[src/rtl/game_tick_scheduler.sv]
// Frame-locked game update scheduler: one start/done handshake every div_sel frames, with overrun flagging.
// Optional feature macro SCHED_OVR_CNT_EN: when defined, ovr_count is a saturating counter; otherwise it is tied to 0.
module game_tick_scheduler #(
  parameter int FRAMES_W = 4,
  parameter int OVR_W    = 8
) (
  input  logic                sys_clk,
  input  logic                sys_rst,
  input  logic                vblank,
  input  logic                pause,
  input  logic [FRAMES_W-1:0] div_sel,
  input  logic                upd_done,
  input  logic                clr_ovr,
  output logic                upd_start,
  output logic                busy,
  output logic                was_updated,
  output logic [FRAMES_W-1:0] frames_passed,
  output logic                overrun,
  output logic [OVR_W-1:0]    ovr_count
);

  typedef enum logic [1:0] {
    IDLE  = 2'd0,
    START = 2'd1,
    WAIT  = 2'd2
  } state_t;

  localparam logic [FRAMES_W:0] ONE_WIDE = {{FRAMES_W{1'b0}}, 1'b1};

  state_t            state_r;
  state_t            state_nxt_s;
  logic              pending_r;
  logic              pending_nxt_s;
  logic              vblank_d_r;
  logic              frame_edge_s;
  logic              vblank_end_s;
  logic              tick_due_s;
  logic              done_acc_s;
  logic              ovr_evt_s;
  logic [FRAMES_W:0] div_eff_s;
  logic [FRAMES_W:0] fp_inc_s;

  assign frame_edge_s = vblank & ~vblank_d_r;
  assign vblank_end_s = ~vblank & vblank_d_r;
  // Extra bit on the compare keeps frames_passed+1 from wrapping.
  assign div_eff_s    = (div_sel == {FRAMES_W{1'b0}}) ? ONE_WIDE : {1'b0, div_sel};
  assign fp_inc_s     = {1'b0, frames_passed} + ONE_WIDE;
  assign tick_due_s   = frame_edge_s & ~pause & (fp_inc_s >= div_eff_s);
  assign done_acc_s   = (state_r == WAIT) & upd_done;
  assign ovr_evt_s    = vblank_end_s & (state_r == WAIT) & ~upd_done;

  assign upd_start = (state_r == START);
  assign busy      = (state_r == START) || (state_r == WAIT);

  // Next-state and pending-tick logic; ticks arriving while busy collapse into one pending.
  always_comb begin
    state_nxt_s   = state_r;
    pending_nxt_s = pending_r;
    case (state_r)
      IDLE: begin
        if (tick_due_s || pending_r) begin
          state_nxt_s   = START;
          pending_nxt_s = 1'b0;
        end else begin
          state_nxt_s   = IDLE;
          pending_nxt_s = pending_r;
        end
      end
      START: begin
        state_nxt_s = WAIT;
        if (tick_due_s) begin
          pending_nxt_s = 1'b1;
        end else begin
          pending_nxt_s = pending_r;
        end
      end
      WAIT: begin
        if (upd_done) begin
          state_nxt_s = IDLE;
        end else begin
          state_nxt_s = WAIT;
        end
        if (tick_due_s) begin
          pending_nxt_s = 1'b1;
        end else begin
          pending_nxt_s = pending_r;
        end
      end
      default: begin
        state_nxt_s   = IDLE;
        pending_nxt_s = 1'b0;
      end
    endcase
  end

  // State, edge-detect and frame counter registers.
  always_ff @(posedge sys_clk or posedge sys_rst) begin
    if (sys_rst) begin
      state_r       <= IDLE;
      pending_r     <= 1'b0;
      vblank_d_r    <= 1'b0;
      frames_passed <= {FRAMES_W{1'b0}};
    end else begin
      state_r    <= state_nxt_s;
      pending_r  <= pending_nxt_s;
      vblank_d_r <= vblank;
      if (frame_edge_s && !pause) begin
        if (tick_due_s) begin
          frames_passed <= {FRAMES_W{1'b0}};
        end else begin
          frames_passed <= fp_inc_s[FRAMES_W-1:0];
        end
      end
    end
  end

  // Completion flag and sticky overrun; a fresh overrun event beats a simultaneous clear.
  always_ff @(posedge sys_clk or posedge sys_rst) begin
    if (sys_rst) begin
      was_updated <= 1'b0;
      overrun     <= 1'b0;
    end else begin
      if (done_acc_s) begin
        was_updated <= 1'b1;
      end else if (frame_edge_s) begin
        was_updated <= 1'b0;
      end
      if (ovr_evt_s) begin
        overrun <= 1'b1;
      end else if (clr_ovr) begin
        overrun <= 1'b0;
      end
    end
  end

`ifdef SCHED_OVR_CNT_EN
  localparam logic [OVR_W-1:0] OVR_MAX = {OVR_W{1'b1}};
  localparam logic [OVR_W-1:0] OVR_ONE = {{(OVR_W-1){1'b0}}, 1'b1};

  // Saturating overrun event counter.
  always_ff @(posedge sys_clk or posedge sys_rst) begin
    if (sys_rst) begin
      ovr_count <= {OVR_W{1'b0}};
    end else if (ovr_evt_s) begin
      if (clr_ovr) begin
        ovr_count <= OVR_ONE;
      end else if (ovr_count == OVR_MAX) begin
        ovr_count <= OVR_MAX;
      end else begin
        ovr_count <= ovr_count + OVR_ONE;
      end
    end else if (clr_ovr) begin
      ovr_count <= {OVR_W{1'b0}};
    end
  end
`else
  assign ovr_count = {OVR_W{1'b0}};
`endif

endmodule

[config.mk]
export PLATFORM = sky130hd
export DESIGN_NAME = game_tick_scheduler
export DESIGN_NICKNAME = d
export VERILOG_FILES = /design/src/rtl/game_tick_scheduler.sv
export SDC_FILE = /design/constraint.sdc
export NUM_CORES = 1
export LEC_CHECK = 0
export BUFFER_PORTS_ARGS = -buffer_cell sky130_fd_sc_hd__buf_2
export CORE_MARGIN = 8
export CORE_UTILIZATION = 45
export CTS_CLUSTER_DIAMETER = 120
export CTS_CLUSTER_SIZE = 20
export DETAILED_ROUTE_END_ITERATION = 16
export GPL_ROUTABILITY_DRIVEN = 0
export GPL_TIMING_DRIVEN = 0
export PLACE_DENSITY = 0.8
export SYNTH_ARGS = -nofsm -noshare
export SYNTH_HDL_FRONTEND = slang
export SYNTH_SLANG_ARGS = --single-unit
[constraint.sdc]
create_clock -name sys_clk -period 4.7 [get_ports sys_clk]
set_clock_uncertainty 0.15 [all_clocks]
set_input_delay 0.94 -clock sys_clk [delete_from_list [all_inputs] [get_ports sys_clk]]
set_output_delay 0.94 -clock sys_clk [all_outputs]
set_load 0.02 [all_outputs]
==> impl_metrics.env <==
export IMPL_final_util_pct=57.31
export IMPL_maxCapViolCount=0
export IMPL_critPathKind="input pin to flop"
export IMPL_insertion_delay_ps=260
export IMPL_rsz0062_at_grt="no"
export IMPL_die_w_um=55.43
export IMPL_switching_share_pct=44.24
export IMPL_synth_seq_area_share_pct=35.78
export IMPL_viasPerCell=5.060
export IMPL_syn_inst=74
export IMPL_mostFrequentLayoutCells="buf_2, dfrtp_1, nand2_1, inv_1, ha_1"
export IMPL_final_common_cell="buf_2"
export IMPL_ys_ff_latch=10
export IMPL_grt_ovfl_total=0
export IMPL_clockBufferDepth=2
export IMPL_area_growth_pct=22.00
export IMPL_grt_max_degree=11
export IMPL_routed_wl_um=1555
export IMPL_multi_input_area_um2=381.6
export IMPL_holdBufCountCts=0
export IMPL_dpl_cell_area_um2=830.8
export IMPL_drc=0
export IMPL_antenna_found_initial=0
export IMPL_antennaDiodeCount=0
export IMPL_cts_tree="done"
export IMPL_cts_made_buffers=3
export IMPL_cts_resized=0
export IMPL_crit_path_end_kind="flop"
export IMPL_status="completed"
export IMPL_combPwrFrac_pct=53.8
export IMPL_drive_gt1_share_pct=32.67
export IMPL_worstPathMaxFanout=4
export IMPL_clk_pin_slew_ps=60
export IMPL_dpl_cell_count=114
export IMPL_fin_ws_ps=2092
export IMPL_p_total_uw=423.5
export IMPL_final_max_slew_viol_count=0
export IMPL_fmax_ghz=0.3834
export IMPL_port_buffers=17
export IMPL_dr_total_vias=592
export IMPL_fillers=133
export IMPL_finalSetupViolCount=0
export IMPL_whs_ps=344.7
export IMPL_finalSetupTns_ps=0
export IMPL_ys_warn_count=0
export IMPL_clock_sinks=10
export IMPL_syn_avg_cell_area_um2=9.452
export IMPL_grt_pass1_vias=650
export IMPL_fin_area_um2=853.3
export IMPL_syn_area_um2=699.4
export IMPL_clockRootBuffer="clkbuf_4"
export IMPL_p_clk_share_pct=13.3
export IMPL_fin_nets=122
export IMPL_irDropWorstVdd_uv=252.4
export IMPL_detail_route_first_pass_iterations=4
export IMPL_synth_cell_types=29
export IMPL_core_area_um2=1489
export IMPL_antenna_left=0
export IMPL_p_int_uw=236.1
export IMPL_cts_setup_buffers=0
export IMPL_powerDensity_nw_per_um2=496.3
export IMPL_io_pins=26
export IMPL_cts_htree_levels=1
export IMPL_grt_pass1_wl_um=2725
export IMPL_min_path_type="flop to flop"
export IMPL_fin_cells=117
export IMPL_p_leak_nw=0.4744
export IMPL_dpl_hpwl_um=1267
export IMPL_die_h_um=55.43
export IMPL_arrival_ps=2660
export IMPL_p_switching_uw=187.3
export IMPL_first_iter_violations=4
export IMPL_gr_usage_all_layers_pct=10.80
export IMPL_startpoint_type="input pin"
export IMPL_pre_cts_slack_ps=1834
export IMPL_wl_per_cell_um=13.29
export IMPL_hold_viol=0
export IMPL_finalCriticalPeriod_ps=2608
export IMPL_start_util_pct=46.97
export IMPL_power_frac_seq_pct=32.9
export IMPL_seq_area_um2=250.2
export IMPL_fin_crit_sh_pct=55.49
export IMPL_std_cell_rows=14
export IMPL_die_area_um2=3072
export IMPL_cp_required_ps=4750
==> critical path: stages <==
cell and delay, ps:
buf_2 80, inv_1 50, a31o_2 240, ha_1 260
nand2b_1 140, a211o_1 350, a2111oi_0 440, a211o_2 170
==> power groups by stage <==
stage | clock [mW] | combinational [mW] | sequential (mW)
after floorplan | 0 | 0.145 | 0.159
after global placement | 0 | 0.217 | 0.138
after detailed placement | 0 | 0.228 | 0.141
after CTS | 0.0596 | 0.231 | 0.139
after global routing | 0.0640 | 0.256 | 0.144
final | 0.0563 | 0.228 | 0.139
==> layer usage <==
layer,GRT usage [%],up-vias,part of all wire (%)
met5,0,-,0
met4,3.169,0,0
met3,5.708,0,6.4
met2,20.83,13,56
met1,9.127,289,38
li1,-,290,-
==> registers in the layout (all words and copies together), names as in the netlist <==
register and flops:
was_updated 1, overrun 1, state_r 2, vblank_d_r 1, pending_r 1, frames_passed 4
==> Yosys cell counts <==
master	number	area, um2
a2111oi_0	1	8.760
a211o_1	1	8.760
a211o_2	1	10.01
a21bo_2	1	10.01
a21boi_0	1	7.510
a21oi_1	1	5.000
a22o_1	1	8.760
a31o_2	1	8.760
a31oi_1	1	6.260
buf_4	8	60.06
conb_1	1	3.750
dfrtp_1	10	250.2
ha_1	9	112.6
inv_1	9	33.78
mux2i_1	1	10.01
nand2_1	9	33.78
nand2b_1	2	12.51
nand3_1	1	5.000
nor2_1	1	3.750
nor2b_1	1	6.260
o21a_1	1	7.510
o21ai_0	5	25.02
o32ai_1	1	8.760
or2_2	1	6.260
or2b_1	1	7.510
or3b_4	1	11.26
or4b_1	1	10.01
xnor2_1	1	8.760
xor2_1	1	8.760
==> layout make-up <==
class                      count  area share [%]
multi-input combinational     54           44.72
sequential                    10           29.33
timing repair buffer          17           9.971
buffer                         8           7.038
inverter                       9           3.959
clock buffer                   3           2.639
tap                           16           2.346
==> kinds of logic (layout without fill, tap and decap cells) <==
logic type,after synthesis,after routing,synth area share [%]
xor gates and xnor gates,2,2,2.505
DFF,10,10,35.78
AOI/OAI and AO/OA,16,16,16.46
buffers and inverters,17,37,13.42
other,1,8,0.5362
and+or+nand+nor,18,18,13.77
muxes,1,1,1.431
adders and majority gates,9,9,16.10
==> final timing paths <==
kind,from,end,slack [ps],cells past startpoint
max reg2reg,frames_passed[0],frames_passed[2],2470,6
min reg2reg,was_updated,was_updated,340,1
min in group asynchronous,sys_rst,state_r[1],490,2
min,was_updated,was_updated,340,1
max,div_sel[2],frames_passed[2],2090,8
max in group asynchronous,sys_rst,frames_passed[1],3630,2
No activity file was read; power rests on OpenSTA's default activity.
